**config.mk**
```make
export PLATFORM = sky130hd
export DESIGN_NAME = bound_flasher_param
export DESIGN_NICKNAME = d
export VERILOG_FILES = /design/src/rtl/bound_flasher_param.sv
export SDC_FILE = /design/constraint.sdc
export NUM_CORES = 1
export LEC_CHECK = 0
export CAP_MARGIN = 20
export CORE_MARGIN = 2
export CORE_UTILIZATION = 25
export CTS_BUF_LIST = sky130_fd_sc_hd__clkbuf_16
export CTS_CLUSTER_DIAMETER = 150
export CTS_CLUSTER_SIZE = 30
export DETAILED_ROUTE_END_ITERATION = 6
export GPL_TIMING_DRIVEN = 0
export RECOVER_POWER = 25
export SLEW_MARGIN = 20
export SYNTH_ARGS = -nofsm -noshare
export SYNTH_HDL_FRONTEND = slang
export SYNTH_SLANG_ARGS = --single-unit
```
**constraint.sdc**
```tcl
create_clock -name clk -period 4.7 [get_ports clk]
set_input_delay 1.41 -clock clk [delete_from_list [all_inputs] [get_ports clk]]
set_output_delay 1.41 -clock clk [all_outputs]
set_load 0.02 [all_outputs]
```
**src/rtl/bound_flasher_param.sv**
```systemverilog
// bound_flasher_param
//   Drives an N_LED thermometer bar through a table of alternating up/down
//   bound phases. A flick starts a run from idle, or, at a kick point during
//   a falling phase, throws the bar back into the preceding rising phase.
//   A prescaler sets how many clocks each level step takes, and loop mode
//   restarts the table instead of returning to idle.
//
// Ports
//   clk     in   rising-edge clock
//   rst     in   synchronous active-high reset
//   flick   in   start / kickback request, sampled at the clock edge
//   loop_en in   1 = restart phase 0 after the last phase instead of idling
//   led     out  thermometer bar, led[j] = (j < level)
//   level   out  current lit count (0..N_LED)
//   phase   out  current phase index
//   busy    out  high while a run is in progress
//   done    out  one-cycle pulse when the last phase completes
module bound_flasher_param #(
  parameter int N_LED = 16,
  parameter int N_PHASE = 6,
  localparam int LW = $clog2(N_LED + 1),
  localparam int PW = ($clog2(N_PHASE) > 1) ? $clog2(N_PHASE) : 1,
  parameter logic [N_PHASE*LW-1:0] PHASE_TARGETS = {5'd0, 5'd6, 5'd0, 5'd11, 5'd5, 5'd16},
  parameter logic [N_LED:0] KICK_POINTS = 17'h00021,
  parameter int STEP_DIV = 1
) (
  input  logic             clk,
  input  logic             rst,
  input  logic             flick,
  input  logic             loop_en,
  output logic [N_LED-1:0] led,
  output logic [LW-1:0]    level,
  output logic [PW-1:0]    phase,
  output logic             busy,
  output logic             done
);

  localparam int DW = (STEP_DIV > 1) ? $clog2(STEP_DIV) : 1;
  localparam logic [DW-1:0] DIV_LAST = DW'(STEP_DIV - 1);
  localparam logic [PW-1:0] LAST_PHASE = PW'(N_PHASE - 1);
  localparam logic [LW-1:0] LEVEL_MAX = LW'(N_LED);

  // Bad parameter sets are rejected while elaborating, not discovered on the bench.
  generate
    if (STEP_DIV < 1) begin : g_bad_div
      $error("bound_flasher_param: STEP_DIV must be at least 1");
    end
    for (genvar i = 0; i < N_PHASE; i++) begin : g_chk_target
      if (int'(PHASE_TARGETS[i*LW +: LW]) > N_LED) begin : g_bad_target
        $error("bound_flasher_param: phase target exceeds N_LED");
      end
    end
  endgenerate

  typedef enum logic {IDLE, RUN} state_t;

  state_t        state_q, state_d;
  logic [LW-1:0] level_q, level_d;
  logic [PW-1:0] phase_q, phase_d;
  logic [DW-1:0] div_q, div_d;
  logic          done_q, done_d;

  logic [LW-1:0] target;
  logic          kick_here;
  logic          is_down;
  logic          tick;
  logic          kick;
  logic [LW-1:0] level_up;
  logic [LW-1:0] level_dn;

  // Table and kick-mask lookups are written as decoders so that index
  // values the registers can hold but never reach stay out of range checks.
  always_comb begin
    target = '0;
    for (int i = 0; i < N_PHASE; i++) begin
      if (phase_q == PW'(i)) target = PHASE_TARGETS[i*LW +: LW];
    end
    kick_here = 1'b0;
    for (int k = 0; k <= N_LED; k++) begin
      if (level_q == LW'(k)) kick_here = KICK_POINTS[k];
    end
  end

  // Odd phases fall, even phases rise. Steps saturate so the level can
  // never leave 0..N_LED even with a degenerate target table.
  always_comb begin
    is_down  = phase_q[0];
    tick     = (div_q == DIV_LAST);
    kick     = flick && is_down && (phase_q != LAST_PHASE) && kick_here;
    level_up = (level_q == LEVEL_MAX) ? level_q : level_q + LW'(1);
    level_dn = (level_q == '0) ? level_q : level_q - LW'(1);
  end

  // State register: everything the outputs depend on lives here.
  always_ff @(posedge clk) begin
    if (rst) begin
      state_q <= IDLE;
      level_q <= '0;
      phase_q <= '0;
      div_q   <= '0;
      done_q  <= 1'b0;
    end else begin
      state_q <= state_d;
      level_q <= level_d;
      phase_q <= phase_d;
      div_q   <= div_d;
      done_q  <= done_d;
    end
  end

  // Next-state logic. A kickback is checked on every running cycle and
  // beats both a normal step and the end-of-phase transition, so a kick
  // at the last level of a falling phase never produces an advance or done.
  always_comb begin
    state_d = state_q;
    level_d = level_q;
    phase_d = phase_q;
    div_d   = div_q;
    done_d  = 1'b0;
    case (state_q)
      IDLE: begin
        level_d = '0;
        phase_d = '0;
        div_d   = '0;
        if (flick) begin
          state_d = RUN;
          level_d = LW'(1);
        end
      end
      RUN: begin
        div_d = tick ? '0 : div_q + DW'(1);
        if (kick) begin
          phase_d = phase_q - PW'(1);
          level_d = level_up;
          div_d   = '0;
        end else if (tick) begin
          if (level_q != target) begin
            level_d = is_down ? level_dn : level_up;
          end else if (phase_q != LAST_PHASE) begin
            phase_d = phase_q + PW'(1);
            level_d = is_down ? level_up : level_dn;
          end else begin
            done_d = 1'b1;
            if (loop_en) begin
              phase_d = '0;
              level_d = LW'(1);
            end else begin
              state_d = IDLE;
              phase_d = '0;
              level_d = '0;
              div_d   = '0;
            end
          end
        end
      end
      default: state_d = IDLE;
    endcase
  end

  // Outputs are pure functions of the registers.
  always_comb begin
    for (int j = 0; j < N_LED; j++) begin
      led[j] = (j < int'(level_q));
    end
    level = level_q;
    phase = phase_q;
    busy  = (state_q == RUN);
    done  = done_q;
  end

endmodule

```
==> flow_summary.json <==
{
  "core_area_um2": 4790,
  "post_drt_wl_per_cell_um": 13.2,
  "cpMaxStageDelayCell": "clkdlybuf4s50_1",
  "dieHeight_um": 75.1,
  "fmax_mhz": 271,
  "relSlewSlack": 0.296,
  "syn-cell-area_um2": 1260,
  "ctsRootBufferMaster": "clkbuf_16",
  "synth_nets": 186,
  "cts_tree": "done",
  "power.density_nw_per_um2": 172,
  "die_w_um": 75.1,
  "grt_pass1_wl_mm": 5.93,
  "min_path_type": "flip-flop to flip-flop",
  "fin_skew_ns": 0.00273,
  "dpl_worst_slack_ns": 1.26,
  "insertion_delay_ns": 0.24,
  "ys_async_sr_fraction": 0,
  "postRouteAntennaNets": 0,
  "cts_buffer_depth": 2,
  "drtIter0Drc": 108,
  "die_area_um2": 5640,
  "ys_seq_area_frac": 0.158,
  "p_leak_uw": 0.000728,
  "grt_start_max_net_pins": 11,
  "drc": 0,
  "final_cell_mix": "clkdlybuf4s50_1 (20), nand2_1 (19), nor2_1 (13)",
  "end_kind": "primary output",
  "netlist_top_cells_area": "dfxtp_1 (16%), ha_1 (11%), nand2_1 (5.6%)",
  "diodes": 0,
  "final_hold_viol_count": 0,
  "synth_top_area_frac": 0.158,
  "grt_setup_unrepaired": "false",
  "htree_levels": 1,
  "drive_above_1_share": 0.103,
  "postSynthCellCount": 171,
  "cts_made_buffers": 3,
  "setup_viol": 0,
  "ioPinCount": 30,
  "antenna_found_initial": 0,
  "initial_core_util": 0.264,
  "firstDrtPassIters": 4,
  "area_growth_pct": 35.8,
  "stdcell_count": 271,
  "path_clk_slew_ns": 0.04,
  "dp.cells": 267,
  "yosysTopAreaCell": "dfxtp_1",
  "place_hpwl_mm": 2.71,
  "crit_chain": "clkbuf_1 > inv_1 > ha_1 > a21boi_0 > clkdlybuf4s50_1",
  "gp_congestion": 0.862,
  "cp.arrival_ns": 2.28,
  "startpoint_type": "flip-flop",
  "mostFrequentLayoutCell": "clkdlybuf4s50_1",
  "use_met1": 0.198,
  "grt.busiest_layer": "met2",
  "final.setup.tns_ns": 0,
  "gr-usage-met3": 0.0161,
  "status": "finished clean",
  "critical_path_class": "flip-flop to primary output",
  "maxSlewViolCount": 0,
  "cts_resized": 0,
  "worst_pin_slew_ns": 1.05,
  "routed_wl_mm": 3.58,
  "cpPeakStageDelay_ns": 0.63,
  "yosysUniqueCellTypes": 48,
  "via_count": 1326,
  "yosys_warnings": 0,
  "grt_pass1_vias": 1190,
  "required_ns": 3.29,
  "rows": 25,
  "portBuffers": 29,
  "grtUsageMet2": 0.203,
  "ir_drop_v": 0.000138,
  "cts_hold_buf": 0,
  "vias_per_cell": 4.89,
  "period_needed_ns": 3.69,
  "synth_edf_count": 0,
  "synth_flop_cell": "dfxtp_1",
  "crit_fanout": 10,
  "synth.avg_cell_area_um2": 7.40,
  "fin_ws_ns": 1.01,
  "grt_overflow_total": 0,
  "fin_nets": 220,
  "cap_violations": 0,
  "gr-usage-all-layers": 0.135,
  "fin_util": 0.359,
  "min_period_over_period": 0.786,
  "cts.sinks": 10,
  "post_cts_buffers": 0,
  "yosys_register_bits": 10
}
## state kept, by name (all words and copies together) (netlist names)
| name | count |
|---|---|
| level | 5 |
| done | 1 |
| phase | 3 |
| busy | 1 |
## final cells by class
type                            instances  area, um2
Sequential cell                        10        200
Multi-Input combinational cell        134        930
Buffer                                 14       86.3
Clock buffer                            3       75.1
Inverter                               13       48.8
Fill cell                             516       3070
Tap cell                               67       83.8
Clock inverter                          1       3.75
Timing Repair Buffer                   29        290
## per-stage QoR
| step | total power (uW) | hold WS (ns) | area, um2 |
|---|---|---|---|
| 2_1_floorplan | 125 | 0.556 | 1260 |
| 3_3_place_gp | 142 | 0.488 | 1640 |
| 3_5_place_dp | 142 | 0.493 | 1640 |
| 4_1_cts | 297 | 0.499 | 1720 |
| 5_1_grt | 310 | 0.521 | 1720 |
| 6_report | 296 | 0.498 | 1720 |
## cells in the mapped netlist (all sizes together), types with 5 or more instances
library cell / number
o21ai: 10
ha: 11
xnor2: 6
nand3: 7
dfxtp: 10
nor3: 5
a21oi: 7
nor2: 13
inv: 11
clkbuf: 5
buf: 9
nand2: 20
## per-layer routing
layer | share of wire | up-vias
li1 | - | 673
met1 | 0.52 | 611
met2 | 0.42 | 38
met3 | 0.044 | 4
met4 | 0.011 | 0
met5 | 0 | -
## path summary, 6_finish.rpt
| check | slack (ns) | endpoint | startpoint | cells past startpoint |
|---|---|---|---|---|
| max | 1.01 | led[1] | level[1]$_SDFF_PP0_ | 5 |
| min | 0.50 | level[0]$_SDFF_PP0_ | busy$_SDFF_PP0_ | 1 |
| max reg2reg | 1.40 | level[3]$_SDFF_PP0_ | phase[0]$_SDFFE_PP0P_ | 10 |
| min reg2reg | 0.50 | level[0]$_SDFF_PP0_ | busy$_SDFF_PP0_ | 1 |
## worst max-delay path: cells and delay by family, from the launching register on
family / cells / cell delay, ns
compound gates: 1 / 0.16
fa+ha+maj: 1 / 0.24
flops: 1 / 0.44
buf+inv: 3 / 1.22
## power breakdown
group | leakage [uW] | internal (uW) | switching, uW | total, uW
registers | 0.0000812 | 86.8 | 2.97 | 89.7
clock network | 0.0000385 | 112 | 43.5 | 155
logic | 0.000608 | 23.2 | 27.9 | 51.1
## logic make-up (layout without fill, tap and decap cells)
logic type               count (synthesis)  count (layout)  synth area share
multiplexers                             5               5            0.0495
AO/OA/AOI/OAI                           46              46             0.266
XOR/XNOR                                 7               7            0.0485
flip-flops                              10              10             0.158
AND/OR/NAND/NOR                         65              65             0.262
adder cells (fa/ha/maj)                 11              11             0.109
buffers and inverters                   27              60             0.107
(Power assumes the default switching activity.)
